### src/rtl/vga_pkg.sv
// vga_pkg: default 640x480@60 timing constants, total derivations and sync polarities
package vga_pkg;
  localparam int DEF_H_ACTIVE = 640;
  localparam int DEF_H_FP     = 16;
  localparam int DEF_H_SYNC   = 96;
  localparam int DEF_H_BP     = 48;
  localparam int DEF_V_ACTIVE = 480;
  localparam int DEF_V_FP     = 10;
  localparam int DEF_V_SYNC   = 2;
  localparam int DEF_V_BP     = 33;
  localparam bit POL_LOW  = 1'b0;
  localparam bit POL_HIGH = 1'b1;
  // indices of the counter marks decoded on the next-state count
  localparam int M_LAST     = 0;
  localparam int M_ZERO     = 1;
  localparam int M_BLANK    = 2;
  localparam int M_SYNC_ON  = 3;
  localparam int M_SYNC_OFF = 4;
  localparam int M_NUM      = 5;
  function automatic int h_total(input int active, input int fp, input int sync, input int bp);
    return active + fp + sync + bp;
  endfunction
  function automatic int v_total(input int active, input int fp, input int sync, input int bp);
    return active + fp + sync + bp;
  endfunction
  function automatic bit fits(input int total, input int w);
    return total <= (1 << w);
  endfunction
endpackage

### src/rtl/comparador_igual.sv
// comparador_igual: W-bit equality against a constant (bitwise XNOR, then AND-reduce)
module comparador_igual #(
  parameter int W = 10,
  parameter int VALUE = 0
) (
  input  logic [W-1:0] a,
  output logic         eq
);
  localparam logic [W-1:0] K = W'(VALUE);
  assign eq = &(a ~^ K);
endmodule

### src/rtl/vga_sync_gen.sv
// vga_sync_gen: parametrised VGA timing generator with registered flags decoded from next-state counts
module vga_sync_gen
  import vga_pkg::*;
#(
  parameter int H_ACTIVE = DEF_H_ACTIVE,
  parameter int H_FP = DEF_H_FP,
  parameter int H_SYNC = DEF_H_SYNC,
  parameter int H_BP = DEF_H_BP,
  parameter int V_ACTIVE = DEF_V_ACTIVE,
  parameter int V_FP = DEF_V_FP,
  parameter int V_SYNC = DEF_V_SYNC,
  parameter int V_BP = DEF_V_BP,
  parameter bit HSYNC_POL = POL_LOW,
  parameter bit VSYNC_POL = POL_LOW,
  parameter int CNT_W = 10
) (
  input  logic             clk,
  input  logic             reset,
  input  logic             pix_en,
  output logic [CNT_W-1:0] h_count,
  output logic [CNT_W-1:0] v_count,
  output logic             hsync,
  output logic             vsync,
  output logic             video_on,
  output logic             fim_h,
  output logic             fim_v,
  output logic             frame_start
);
  localparam int H_TOTAL = h_total(H_ACTIVE, H_FP, H_SYNC, H_BP);
  localparam int V_TOTAL = v_total(V_ACTIVE, V_FP, V_SYNC, V_BP);
  localparam int HS_START = H_ACTIVE + H_FP;
  localparam int VS_START = V_ACTIVE + V_FP;
  localparam int H_MARKS [M_NUM] = '{H_TOTAL - 1, 0, H_ACTIVE, HS_START, HS_START + H_SYNC};
  localparam int V_MARKS [M_NUM] = '{V_TOTAL - 1, 0, V_ACTIVE, VS_START, VS_START + V_SYNC};
  if (H_FP == 0 || H_SYNC == 0 || H_BP == 0 || V_FP == 0 || V_SYNC == 0 || V_BP == 0 ||
      !fits(H_TOTAL, CNT_W) || !fits(V_TOTAL, CNT_W)) begin : g_bad_params
    $error("vga_sync_gen: zero porch/sync width or totals exceed CNT_W");
  end
  logic [CNT_W-1:0] h_nxt, v_nxt;
  logic [M_NUM-1:0] h_hit, v_hit;
  logic h_vis, v_vis, h_vis_nxt, v_vis_nxt, hs_nxt, vs_nxt;
  for (genvar i = 0; i < M_NUM; i++) begin : g_marks
    comparador_igual #(.W(CNT_W), .VALUE(H_MARKS[i])) u_h (.a(h_nxt), .eq(h_hit[i]));
    comparador_igual #(.W(CNT_W), .VALUE(V_MARKS[i])) u_v (.a(v_nxt), .eq(v_hit[i]));
  end
  // counters step by one and restart at zero, so windows are tracked as set/clear on their edges
  always_comb begin
    h_nxt = pix_en ? (fim_h ? '0 : h_count + 1'b1) : h_count;
    v_nxt = (pix_en && fim_h) ? (fim_v ? '0 : v_count + 1'b1) : v_count;
    hs_nxt = h_hit[M_SYNC_ON] | ((hsync == HSYNC_POL) & ~h_hit[M_SYNC_OFF]);
    vs_nxt = v_hit[M_SYNC_ON] | ((vsync == VSYNC_POL) & ~v_hit[M_SYNC_OFF]);
    h_vis_nxt = h_hit[M_ZERO] | (h_vis & ~h_hit[M_BLANK]);
    v_vis_nxt = v_hit[M_ZERO] | (v_vis & ~v_hit[M_BLANK]);
  end
  always_ff @(posedge clk) begin
    if (reset) begin
      h_count <= '0;
      v_count <= '0;
      hsync <= ~HSYNC_POL;
      vsync <= ~VSYNC_POL;
      h_vis <= 1'b1;
      v_vis <= 1'b1;
      video_on <= 1'b1;
      fim_h <= 1'b0;
      fim_v <= 1'b0;
      frame_start <= 1'b0;
    end else begin
      h_count <= h_nxt;
      v_count <= v_nxt;
      hsync <= hs_nxt ? HSYNC_POL : ~HSYNC_POL;
      vsync <= vs_nxt ? VSYNC_POL : ~VSYNC_POL;
      h_vis <= h_vis_nxt;
      v_vis <= v_vis_nxt;
      video_on <= h_vis_nxt & v_vis_nxt;
      fim_h <= h_hit[M_LAST];
      fim_v <= v_hit[M_LAST];
      frame_start <= pix_en & fim_h & fim_v;
    end
  end
endmodule

### config.mk
export PLATFORM = sky130hd
export DESIGN_NAME = vga_sync_gen
export DESIGN_NICKNAME = d
export VERILOG_FILES = /design/src/rtl/vga_pkg.sv /design/src/rtl/comparador_igual.sv /design/src/rtl/vga_sync_gen.sv
export SDC_FILE = /design/constraint.sdc
export NUM_CORES = 1
export LEC_CHECK = 0
export ABC_CLOCK_PERIOD_IN_PS = 2600
export CORE_MARGIN = 2
export CORE_UTILIZATION = 25
export CTS_BUF_LIST = sky130_fd_sc_hd__clkbuf_8
export DETAILED_ROUTE_END_ITERATION = 7
export PLACE_DENSITY = 0.48
export SYNTH_ARGS = -nofsm -noshare
export SYNTH_HDL_FRONTEND = slang
export SYNTH_SLANG_ARGS = --single-unit
### constraint.sdc
create_clock -name clk -period 2.6 [get_ports clk]
set_input_delay 0.39 -clock clk [delete_from_list [all_inputs] [get_ports clk]]
set_output_delay 0.39 -clock clk [all_outputs]
set_load 0.1 [all_outputs]
==> flow_metrics.env <==
export IMPL_min_path_type="flip-flop to flip-flop"
export IMPL_arrival_ps=2510
export IMPL_synth_area_per_cell_sq_um=7.903
export IMPL_io_buffers=28
export IMPL_cts_tree="yes"
export IMPL_start_util=0.2582
export IMPL_cts_reportedPaths_clkPinSlew_ps=110
export IMPL_grt_max_degree=17
export IMPL_max_slew_margin=0.6586
export IMPL_status="finished clean"
export IMPL_hold_end="h_count[1]"
export IMPL_clockRootBuffer="clkbuf_8"
export IMPL_drt_iter0_drc=97
export IMPL_setup_viol=0
export IMPL_pre_cts_ws_ps=-31.66
export IMPL_synthTopCellsByArea="dfxtp_1 (30%), nor2_1 (5.4%), nand2_1 (4.4%), a21oi_1 (4.0%), buf_2 (3.7%)"
export IMPL_antenna_left=0
export IMPL_yosys_warnings=0
export IMPL_post_drt_via_cell_ratio=4.989
export IMPL_max_freq_mhz=426.2
export IMPL_ctsLongestPathBuffers=2
export IMPL_n_antenna_cell=0
export IMPL_wl_microns=5197
export IMPL_rsz0062_at_grt="no"
export IMPL_core_area_sq_um=7253
export IMPL_synth_cell_types=62
export IMPL_p_leak_uw=0.0009034
export IMPL_die_area_sq_um=8200
export IMPL_synthCells=237
export IMPL_fin_setup_tns_ps=0
export IMPL_dpl_hpwl_microns=3829
export IMPL_row_count=31
export IMPL_grt_antenna_before_repair=0
export IMPL_maxSlewViolCount=0
export IMPL_final_cell_mix="buf_4 (45), nor2_1 (27), nand2_1 (22)"
export IMPL_cp_max_fo=9
export IMPL_grt_use_total=0.1285
export IMPL_nets=275
export IMPL_synth_seq_cells=28
export IMPL_final_cells=368
export IMPL_fin_worst_skew_ps=1.225
export IMPL_syn_cell_area_sq_um=1873
export IMPL_worst_r2r_endpoint="video_on"
export IMPL_yosysTopAreaCell="dfxtp_1"
export IMPL_drive_above_1_share=0.2677
export IMPL_clk_latency_ps=280
export IMPL_syn_num_nets=242
export IMPL_cellPowerDensity_nw_per_um2=350.4
export IMPL_wl_per_cell_microns=14.12
export IMPL_grt_pass1_wl_microns=8673
export IMPL_postCtsResizedCells=0
export IMPL_worstHoldStart="h_count[1]"
export IMPL_worst_slack_ps=253.7
export IMPL_die_h_microns=90.56
export IMPL_first_global_vias=1753
export IMPL_cp_start_kind="flip-flop"
export IMPL_drc=0
export IMPL_h_tree_depth=1
export IMPL_final_common_cell="buf_4"
export IMPL_crit_type="flip-flop to flip-flop"
export IMPL_peakVddDrop_v=0.0001545
export IMPL_dr_total_vias=1836
export IMPL_hold_violations=0
export IMPL_area_growth_pct=24.18
export IMPL_fin_crit_ps=2346
export IMPL_final_core_util=0.3207
export IMPL_holdPathStages=2
export IMPL_ios=29
export IMPL_r2r_start="v_count[0]"
export IMPL_cts_buffers=3
export IMPL_worst_pin_slew_ps=499.2
export IMPL_die_x_microns=90.56
export IMPL_async_flop_share=0
export IMPL_drv_cap=0
export IMPL_r2r_slack_ps=250
export IMPL_power_uw=815.1
export IMPL_hold_buffers=0
export IMPL_gr_total_overflow=0
export IMPL_dr_pass1_iters=4
export IMPL_yosys_area_top_type_share=0.2993
export IMPL_ys_flop_type="dfxtp_1"
export IMPL_cts_sinks=28
export IMPL_synth_edf_count=0
export IMPL_gp_congestion=0.8075
export IMPL_cp_required_ps=2770
export IMPL_period_share=0.9024
export IMPL_reg2reg_depth=8
export IMPL_reg_top3="h_count x10, v_count x10"
export IMPL_cts_setup_buffers=0
export IMPL_crit_path_end_kind="flip-flop"
export IMPL_ys_seq_area_frac=0.2993
export IMPL_dpl_cell_count=364
## cells in the mapped netlist (2+ instances only)
cell,number
a31oi_1,2
ha_1,2
o32ai_1,2
inv_1,7
a311oi_1,3
nor4bb_1,2
o2bb2ai_1,2
or2_2,2
xor2_1,5
dfxtp_1,28
nand2_1,22
o21ai_0,3
nor3_2,2
and2_1,3
nor4_1,3
nand2b_1,2
buf_2,14
clkbuf_1,2
nor4b_1,2
and4_1,2
or4_1,2
and3_1,7
a21oi_1,15
nor2b_1,3
nor2_1,27
a31o_2,2
nor3_1,6
o211ai_1,3
or3_1,2
nand3b_1,3
buf_6,3
xnor2_1,4
mux2i_1,2
a2bb2oi_1,4
nand3_1,11
nand4_1,7
## kinds of logic after synthesis
logic type / Yosys count / synth area share
compound gates: 52 / 0.2104
simple gates: 116 / 0.3427
xor+xnor: 9 / 0.04208
flops: 28 / 0.2993
fa+ha+maj: 2 / 0.01336
buf+inv: 27 / 0.07549
mux: 3 / 0.01670
## layout make-up
cell class                 count  area, sq um
fill                         793         4927
multi-input combinational    182         1171
sequential                    28        571.8
timing repair buffer          48        377.9
tap                           99        123.9
clock buffer                   4        55.05
inverter                       7        26.28
## worst max path at each step
stage | start | to | slack [ps]
floorplan | v_count[5] | video_on | 5
global placement | pix_en | video_on | -10
detailed placement | pix_en | video_on | -30
CTS | v_count[0] | video_on | 260
global route | v_count[0] | video_on | 110
finish | v_count[0] | video_on | 250
## power by group
part	internal (uW)	total [uW]	switching, uW
combinational	28.0	88.9	61.0
clock	136	284	148
sequential	433	442	8.72
total	597	815	218
## layer usage
layer	routed length, microns	share of wire	track usage
met3	158	0.030	0.01669
met2	2425	0.47	0.2214
met4	54	0.010	0.03462
met1	2558	0.49	0.1681
met5	0	0	0
## per-stage QoR
step                instance area [sq um]  hold slack (ps)
floorplan                            1884            518.3
global placement                     2271            502.7
detailed placement                   2271            518.4
CTS                                  2326            536.7
global route                         2326            554.3
finish                               2326            535.6
## critical path, stage by stage (launching register included)
cell and delay [ps]:
dfxtp_2 440, ha_1 260, and4b_1 190, a2111oi_0 500, buf_4 200, nand4_1 90, nand4bb_1 210, a22oi_1 270
nor3_2 80
No activity file was read; power rests on OpenSTA's default activity.
